===== src/rtl/fe_pkg.sv =====
// Shared field constants and sequencer state encoding for the curve25519 datapath.
// All operands are 255-bit values in the multiplier's (possibly unreduced) representation.
package fe_pkg;

   localparam int FW = 255;

   // p = 2^255 - 19 and the inversion exponent p - 2, written as all-ones with a patched low byte
   localparam logic [FW-1:0] P         = {{(FW-8){1'b1}}, 8'hED};
   localparam logic [FW-1:0] P_MINUS_2 = {{(FW-8){1'b1}}, 8'hEB};
   localparam logic [FW-1:0] FE_ONE    = FW'(1);

   typedef enum logic [2:0] {
      ST_DRAIN,
      ST_IDLE,
      ST_SCAN,
      ST_SQ_WAIT,
      ST_MUL_WAIT,
      ST_FIN
   } pow_state_t;

endpackage


===== src/rtl/fe_pow_ctrl_if.sv =====
// Request/result handshake plus the shared-multiplier port of the exponentiation sequencer.
// The slave side is the sequencer; the master side is the requester together with the multiplier.
interface fe_pow_ctrl_if #(
   parameter int EBITS = 255
);
   import fe_pkg::*;

   logic             start;
   logic [FW-1:0]    base_in;
   logic [EBITS-1:0] exp_in;
   logic             ready;
   logic             done;
   logic [FW-1:0]    out;
   logic             mul_start;
   logic [FW-1:0]    mul_a;
   logic [FW-1:0]    mul_b;
   logic             mul_done;
   logic [FW-1:0]    mul_out;

   modport slave (
      input  start, base_in, exp_in, mul_done, mul_out,
      output ready, done, out, mul_start, mul_a, mul_b
   );

   modport master (
      output start, base_in, exp_in, mul_done, mul_out,
      input  ready, done, out, mul_start, mul_a, mul_b
   );

endinterface


===== src/rtl/fe_pow_ctrl.sv =====
// Left-to-right square-and-multiply sequencer computing base^exp mod p over one external
// field multiplier; one operation in flight, all outputs registered.
module fe_pow_ctrl
   import fe_pkg::*;
#(
   parameter int EBITS = 255,
   parameter int DRAIN = 40,
   parameter int CW    = 8
) (
   input  logic          clock,
   input  logic          reset,
   fe_pow_ctrl_if.slave  bus
);

   localparam int DW = $clog2(DRAIN + 1);

   pow_state_t       state;
   logic [DW-1:0]    drain_cnt;
   logic [CW-1:0]    idx;
   logic             seen;
   logic [FW-1:0]    acc;
   logic [FW-1:0]    base_r;
   logic [EBITS-1:0] exp_r;

   logic             ready_r;
   logic             done_r;
   logic [FW-1:0]    out_r;
   logic             mul_start_r;
   logic [FW-1:0]    mul_a_r;
   logic [FW-1:0]    mul_b_r;

   assign bus.ready     = ready_r;
   assign bus.done      = done_r;
   assign bus.out       = out_r;
   assign bus.mul_start = mul_start_r;
   assign bus.mul_a     = mul_a_r;
   assign bus.mul_b     = mul_b_r;

   // Whole sequencer in one clocked block. Entering FIN raises done and loads out in the
   // same edge, so done and the result appear together and ready returns one cycle later.
   always_ff @(posedge clock) begin
      if (reset) begin
         state       <= ST_DRAIN;
         drain_cnt   <= DW'(DRAIN);
         idx         <= '0;
         seen        <= 1'b0;
         acc         <= FE_ONE;
         base_r      <= '0;
         exp_r       <= '0;
         ready_r     <= 1'b0;
         done_r      <= 1'b0;
         out_r       <= FE_ONE;
         mul_start_r <= 1'b0;
         mul_a_r     <= '0;
         mul_b_r     <= '0;
      end else begin
         done_r      <= 1'b0;
         mul_start_r <= 1'b0;
         case (state)
            // Waits out any multiply that was still running when reset hit
            ST_DRAIN: begin
               if (drain_cnt == '0) begin
                  state   <= ST_IDLE;
                  ready_r <= 1'b1;
               end else begin
                  drain_cnt <= drain_cnt - 1'b1;
               end
            end
            ST_IDLE: begin
               if (bus.start) begin
                  base_r  <= bus.base_in;
                  exp_r   <= bus.exp_in;
                  idx     <= CW'(EBITS - 1);
                  seen    <= 1'b0;
                  acc     <= FE_ONE;
                  ready_r <= 1'b0;
                  state   <= ST_SCAN;
               end
            end
            ST_SCAN: begin
               if (!seen) begin
                  if (exp_r[idx]) begin
                     acc  <= base_r;
                     seen <= 1'b1;
                  end
                  if (idx == '0) begin
                     out_r  <= exp_r[idx] ? base_r : acc;
                     done_r <= 1'b1;
                     state  <= ST_FIN;
                  end else begin
                     idx <= idx - 1'b1;
                  end
               end else begin
                  mul_start_r <= 1'b1;
                  mul_a_r     <= acc;
                  mul_b_r     <= acc;
                  state       <= ST_SQ_WAIT;
               end
            end
            ST_SQ_WAIT: begin
               if (bus.mul_done) begin
                  acc <= bus.mul_out;
                  if (exp_r[idx]) begin
                     mul_start_r <= 1'b1;
                     mul_a_r     <= bus.mul_out;
                     mul_b_r     <= base_r;
                     state       <= ST_MUL_WAIT;
                  end else if (idx == '0) begin
                     out_r  <= bus.mul_out;
                     done_r <= 1'b1;
                     state  <= ST_FIN;
                  end else begin
                     idx   <= idx - 1'b1;
                     state <= ST_SCAN;
                  end
               end
            end
            ST_MUL_WAIT: begin
               if (bus.mul_done) begin
                  acc <= bus.mul_out;
                  if (idx == '0) begin
                     out_r  <= bus.mul_out;
                     done_r <= 1'b1;
                     state  <= ST_FIN;
                  end else begin
                     idx   <= idx - 1'b1;
                     state <= ST_SCAN;
                  end
               end
            end
            ST_FIN: begin
               ready_r <= 1'b1;
               state   <= ST_IDLE;
            end
            default: begin
               state     <= ST_DRAIN;
               drain_cnt <= DW'(DRAIN);
               ready_r   <= 1'b0;
            end
         endcase
      end
   end

endmodule


===== src/flat_wrapper.sv =====
// flat-port wrapper written by rule: the top's interface ports become plain ports
module fe_pow_ctrl_flat import fe_pkg::*;
#(
   parameter int EBITS = 255,
   parameter int DRAIN = 40,
   parameter int CW    = 8
)
  (clock, reset, bus_start, bus_base_in, bus_exp_in, bus_mul_done, bus_mul_out, bus_ready, bus_done, bus_out, bus_mul_start, bus_mul_a, bus_mul_b);
  fe_pow_ctrl_if #(.EBITS(EBITS)) bus_i ();
  input  logic clock;
  input  logic reset;
  input wire logic [$bits(bus_i.start)-1:0] bus_start;
  input wire logic [$bits(bus_i.base_in)-1:0] bus_base_in;
  input wire logic [$bits(bus_i.exp_in)-1:0] bus_exp_in;
  input wire logic [$bits(bus_i.mul_done)-1:0] bus_mul_done;
  input wire logic [$bits(bus_i.mul_out)-1:0] bus_mul_out;
  output wire logic [$bits(bus_i.ready)-1:0] bus_ready;
  output wire logic [$bits(bus_i.done)-1:0] bus_done;
  output wire logic [$bits(bus_i.out)-1:0] bus_out;
  output wire logic [$bits(bus_i.mul_start)-1:0] bus_mul_start;
  output wire logic [$bits(bus_i.mul_a)-1:0] bus_mul_a;
  output wire logic [$bits(bus_i.mul_b)-1:0] bus_mul_b;
  assign bus_i.start = bus_start;
  assign bus_i.base_in = bus_base_in;
  assign bus_i.exp_in = bus_exp_in;
  assign bus_i.mul_done = bus_mul_done;
  assign bus_i.mul_out = bus_mul_out;
  assign bus_ready = bus_i.ready;
  assign bus_done = bus_i.done;
  assign bus_out = bus_i.out;
  assign bus_mul_start = bus_i.mul_start;
  assign bus_mul_a = bus_i.mul_a;
  assign bus_mul_b = bus_i.mul_b;
  fe_pow_ctrl #(.EBITS(EBITS), .DRAIN(DRAIN), .CW(CW)) u_core (.clock(clock), .reset(reset), .bus(bus_i));
endmodule

===== config.mk =====
export PLATFORM = sky130hd
export DESIGN_NAME = fe_pow_ctrl_flat
export DESIGN_NICKNAME = d
export VERILOG_FILES = /design/src/rtl/fe_pkg.sv /design/src/rtl/fe_pow_ctrl_if.sv /design/src/rtl/fe_pow_ctrl.sv /design/src/flat_wrapper.sv
export SDC_FILE = /design/constraint.sdc
export NUM_CORES = 2
export LEC_CHECK = 0
export ABC_AREA = 0
export CORE_AREA = 4 4 602 604
export DETAILED_ROUTE_END_ITERATION = 10
export DIE_AREA = 0 0 606 608
export GPL_TIMING_DRIVEN = 0
export HOLD_SLACK_MARGIN = 0.02
export PLACE_DENSITY_LB_ADDON = 0.1
export SETUP_SLACK_MARGIN = 0.2
export SLEW_MARGIN = 20
export SYNTH_ARGS = -nofsm -noshare
export SYNTH_HDL_FRONTEND = slang
export SYNTH_SLANG_ARGS = --single-unit

===== constraint.sdc =====
create_clock -name clock -period 8.7 [get_ports clock]
set_input_delay 1.74 -clock clock [delete_from_list [all_inputs] [get_ports clock]]
set_output_delay 1.74 -clock clock [all_outputs]
set_load 0.01 [all_outputs]

After elaboration in Yosys (flattened, before gate mapping)
Cells that the tools add are included.

Add/sub/neg operators: 2. Order comparisons: 1. Eq/ne operators: 17. Muxes and demuxes: 54. Bitwise gates (word level): 2. Reductions and logical operators: 20.

Operators with widths (count): two-way mux 255 bit (15); one-hot mux 255 bit (3 select lines) (2); one-hot mux 255 bit (2 select lines) (2); two-way mux 8 bit (6); one-hot mux 8 bit (4 select lines) (1); two-way mux 3 bit (8); one-hot mux 3 bit (6 select lines) (1); two-way mux 1 bit (12); != test 2 bit (second input constant) (6); one-hot mux 6 bit (2 select lines) (1); AND reduction 6 bit (2); != test 2 x 1 -> 1 bit (second input constant) (5); < comparator 8 x 9 -> 1 bit (second input constant) (1); binary-select mux 1 bit (select 8 bit) (1); zero test 8 bit (1); AND reduction 4 bit (2); subtractor 8 x 1 -> 8 bit (second input constant) (1); equality test 3 x 2 -> 1 bit (second input constant) (2); equality test 3 bit (second input constant) (2); zero test 6 bit (1); two-way mux 6 bit (1); AND reduction 2 bit (3); nonzero test 3 bit (2); subtractor 6 x 1 -> 6 bit (second input constant) (1); other kinds (14) (17).

Bits in registers: 1551. Input bits: 769.

Depth between registers and ports, before layout
Depth after elaboration: 6. Mapped depth: 16.

Worst setup path after synthesis
Ideal clock, no wire load.

Path type: input-to-reg. From: input port bus_mul_done. To: register u_core.acc[32]. Setup time: 120 ps. Data arrival time: 3527 ps. Data required time: 8580 ps. Slack: 5053 ps. Stages: 10. Buffers on the path: 3. Path through: clkbuf_1 > nand2_1 > nand2_1 > a22oi_1 > o21ai_1 > clkbuf_1 > clkbuf_1 > nand2_1 > a211oi_1 > nor2_1.

Longest elaborated chain between the ends: 2.

RTL lines: from (decl) (RTL line flat_wrapper.sv:15) `input wire logic [$bits(bus_i.mul_done)-1:0] bus_mul_done;`; != test 2 x 1 -> 1 bit (no source line); AND reduction 4 bit (no source line); to (signal assigned) (RTL line fe_pow_ctrl.sv:83) `acc <= base_r;`; to (signal assigned) (RTL line fe_pow_ctrl.sv:102) `acc <= bus.mul_out;`; to (signal assigned) (RTL line fe_pow_ctrl.sv:120) `acc <= bus.mul_out;`; to (decl) (RTL line fe_pow_ctrl.sv:21) `logic [FW-1:0] acc;`.

No other way between the ends. A chain may end at the register's enable or synchronous reset.

Worst setup path after layout
From: register u_core.idx[0]. To: register u_core.mul_b_r[108] (netlist: u_core.bus.mul_b[108]).

Longest elaborated chain between the ends: 4.

RTL lines: from (decl) (RTL line fe_pow_ctrl.sv:19) `logic [CW-1:0] idx;`; from (signal assigned) (RTL line fe_pow_ctrl.sv:73) `idx <= CW'(EBITS - 1);`; from (signal assigned) (RTL line fe_pow_ctrl.sv:91) `idx <= idx - 1'b1;`; from (signal assigned) (RTL line fe_pow_ctrl.sv:113) `idx <= idx - 1'b1;`; binary-select mux 1 bit (select 8 bit) (RTL line fe_pow_ctrl.sv:103) `if (exp_r[idx]) begin`; two-way mux 1 bit (implied by the code) (RTL line fe_pow_ctrl.sv:103); != test 2 x 1 -> 1 bit (no source line); AND reduction 4 bit (no source line); to (signal assigned) (RTL line fe_pow_ctrl.sv:106) `mul_b_r <= base_r;`; to (decl) (RTL line fe_pow_ctrl.sv:30) `logic [FW-1:0] mul_b_r;`.

No other way between the ends. The select of a mux whose other input is x is not followed.

==> summary by stage <==
STA
The final total negative setup slack is 0 ns. The worst path meets setup with between 3 and 4 ns of slack. The minimum hold slack is approximately 0.45 ns. The final critical path takes up between 60% and 70% of the cycle. Measured against its own limit, the worst slew margin works out to between 20% and 30%. The number of max-slew violations in the final report came to 0. The maximum achievable frequency is roughly 180 MHz. Setup repair after global routing left no endpoint under its margin. The routed design could run at a clock period as short as 5.517 ns. For the final database, setup skew stands at roughly 0.086 ns. The total setup violations reported at the end of the flow is 0. The final number of hold-violating endpoints came to 0.

The actual slew at the worst max-slew pin is around 1.2 ns.

Global route
The total routing resource utilization after global routing is between 20% and 30%. The first global-routing pass estimated about 670 mm of wire. Entering global routing, the biggest net connects 15 pins.

Summed over all layers, the global routing overflow is 0. The number of antenna violations at the first check in global routing was between 100 and 150. The via count of the first global-routing pass came to between 80000 and 90000.

Floorplanning
The initial standard-cell utilization of the core is around a fifth. The core region is between 0.3 and 0.4 mm2. The die outline area is 0.3684 mm2. From left edge to right edge, the die measures 606 um. The number of top-level design ports is around 1500. The floorplan die height is 608 um. The floorplan has 220 rows.

Synthesis
Yosys printed 0 warnings. The count of flip-flops with a built-in enable after synthesis is 0. The dominant synthesized flop cell is dfxtp_1. Of the synthesized area, sequential elements account for 41.80%. Each instance of the synthesized netlist takes up on average 8.273 um2.

After synthesis, the largest area contributor takes up a little over two fifths of total cell area. After synthesis, the cell types taking the most area are dfxtp_1 42%, nand2_1 7.9%, a21oi_1 6.9%, o211a_1 6.9%, a211oi_1 5.2%. The number of nets produced by synthesis is about 9800. Counting flops with an async set or reset pin after synthesis yields a share of 0%. The post-synth design cell area is 0.07429 mm2. The number of instances in the synthesized netlist is approximately 9000. The synthesized netlist contains 63 unique library cells. The number of synthesized register bits is approximately 1600. Summed over all instances, the cell type with the most area after synthesis is dfxtp_1.

Placement
In this run the cell area measured after placement is 0.09679 mm2. The cell count after placement is ~15000. OpenSTA, run right after detailed placement, puts the worst setup slack at around 3 ns. During placement, the flow inserted port buffers numbering between 1500 and 2000.

Routability-driven placement finished with a final weighted congestion of 0.9058. The placed wire-length estimate after detailed placement is slightly above 400 mm.

CTS
The number of setup buffers added after CTS is 0. The cts-stage hold buffer count is 0. The number of gates resized after CTS was 0. CTS saw roughly 1600 sinks. The clock latency of the later-clocked register in the worst-skew pair is 0.94 ns. The largest buffer count on any clock path is 4. The cell at the root of the clock tree is clkbuf_16. After clock tree synthesis, the clock-pin slew on the worst setup and hold paths is ~0.060 ns.

The clock tree from TritonCTS is yes. The clock tree synthesis step divided the H-tree into 4 levels. TritonCTS created between 200 and 250 clock buffers.

Power
The maximum resistive drop on vdd is 0.0001485 V. The total power per unit cell area is about 180 mW/mm2. The total power is roughly 19 mW.

Summed over all cells, the static leakage comes to 41.04 nW.

Routing
The routed layout has 79270 vias. After detailed routing, the average wire length per cell comes to 31.58 um. The post-detailed-route DRC marker count is 0. The count of nets left with antenna violations once routing finished came out at 0. The routed design has between 400 and 500 mm of wire.

Before antenna repair, the detailed router went through 8 iterations. The number of DRC violations after detailed-routing iteration 0 is about 6300. Dividing the detail-routed via count by the number of cells gives 5.029.

Layout
At the end of the flow, the number of nets in the layout was between 10000 and 15000. The finished cells cover roughly 0.10 mm2. Of the cells placed in the final design, the portion with a size suffix greater than 1 is 6.600%. The area growth from synthesis to layout is 39.55%.

Counting the fill cells in the layout gives about 39000. Once layout is complete, the utilization of the core stands at a little under 30%. The library cell used most frequently in the layout, excluding fill and tap cells, is nand2_1.

In the layout the commonest cells are 1560 x nand2_1, 1551 x dfxtp_1, 1534 x clkdlybuf4s50_1, 1029 x a21oi_1, 751 x clkbuf_1. The count of non-filler cells in the finished layout is ~16000.

Worst setup path
STA puts the critical path data required time at between 9 and 10 ns. The worst setup path is captured at a flop. STA puts the critical path data arrival time at 6.30 ns. The worst setup path is of the flop to flop kind.

The critical path launch point type is a flop. In this run the worst path has a maximum fanout of 10.

Flow run
The number of maximum-capacitance constraint violations is 0.

Run status
The run finished with clean final reports.

Hold path
The worst hold path class is flop to flop.
==> flip-flops by register name, summed over array words and instances, names as in the netlist, 6 cells and up <==
| register | cells |
|---|---|
| u_core.drain_cnt | 6 |
| u_core.bus.out | 255 |
| u_core.bus.mul_b | 255 |
| u_core.base_r | 255 |
| u_core.bus.mul_a | 255 |
| u_core.acc | 255 |
| u_core.idx | 8 |
| u_core.exp_r | 255 |
==> cells in the mapped netlist, drive strengths merged, types with 2 or more instances <==
cell type,number
a211o,255
a211oi,519
a21oi,1031
a221oi,4
a22o,255
a22oi,8
a311oi,3
a31o,2
a31oi,9
a41o,2
and2,263
and4,2
buf,238
clkbuf,760
dfxtp,1551
ha,3
inv,268
mux2,5
mux2i,17
mux4,60
nand2,1560
nand2b,5
nand3,15
nand4,3
nor2,539
nor2b,8
nor3,270
nor4,3
o2111ai,2
o211a,510
o211ai,512
o21ai,11
o221ai,256
o22ai,3
o31ai,5
or4,4
xnor2,2
xor2,3
==> critical path, cell delays in order, from the launching register on <==
cell	delay [ns]
dfxtp_1	0.32
buf_4	0.19
buf_6	0.27
buf_6	0.26
nor2b_1	0.42
a221oi_1	0.16
o221ai_1	0.41
o2111ai_1	0.19
a41o_1	0.28
buf_4	0.21
a21oi_2	0.69
buf_2	0.74
clkbuf_1	0.56
o211ai_1	0.38
o211a_1	0.24
==> routing by layer <==
layer / global-route usage (%) / wire length (um)
met3: 5.726 / 33390
met5: 0 / 287
met2: 44.75 / 244500
met4: 12.43 / 25500
met1: 29.51 / 194000
==> kinds of logic after synthesis <==
kind of cell	after synthesis	share of synthesized area, %
compound gates	3394	33.86
xor+xnor	5	0.05896
fa+ha+maj	3	0.05053
buf+inv	1267	7.076
flops	1551	41.80
mux	82	2.124
simple gates	2678	15.04
==> power by group <==
| part | total, mW | switching (mW) | internal (mW) |
|---|---|---|---|
| registers | 7.33 | 0.105 | 7.22 |
| clock network | 8.76 | 3.68 | 5.08 |
| logic | 2.45 | 1.69 | 0.756 |
| total | 18.5 | 5.48 | 13.1 |
==> path summary, 6_finish.rpt <==
path | to | from | slack (ns) | cells past startpoint
max | u_core.bus.mul_b[108] | u_core.idx[0] | 3.18 | 14
min | u_core.exp_r[62] | u_core.exp_r[62] | 0.45 | 2
max reg2reg | u_core.bus.mul_b[108] | u_core.idx[0] | 3.18 | 14
min reg2reg | u_core.exp_r[62] | u_core.exp_r[62] | 0.45 | 2
==> layout make-up <==
class                   instances  area (um2)  area share, %
plain buffers                 998        4315          4.163
inverters                     269        1010         0.9740
well taps                    4773        5972          5.761
clock inverters                78       922.1         0.8895
diodes                         64       160.2         0.1545
flip-flops and latches       1551       31050          29.95
clock buffers                 286        5794          5.589
multi-input cells            6162       38000          36.66
repair buffers               1580       16450          15.86
No activity file was read; power rests on OpenSTA's default activity.
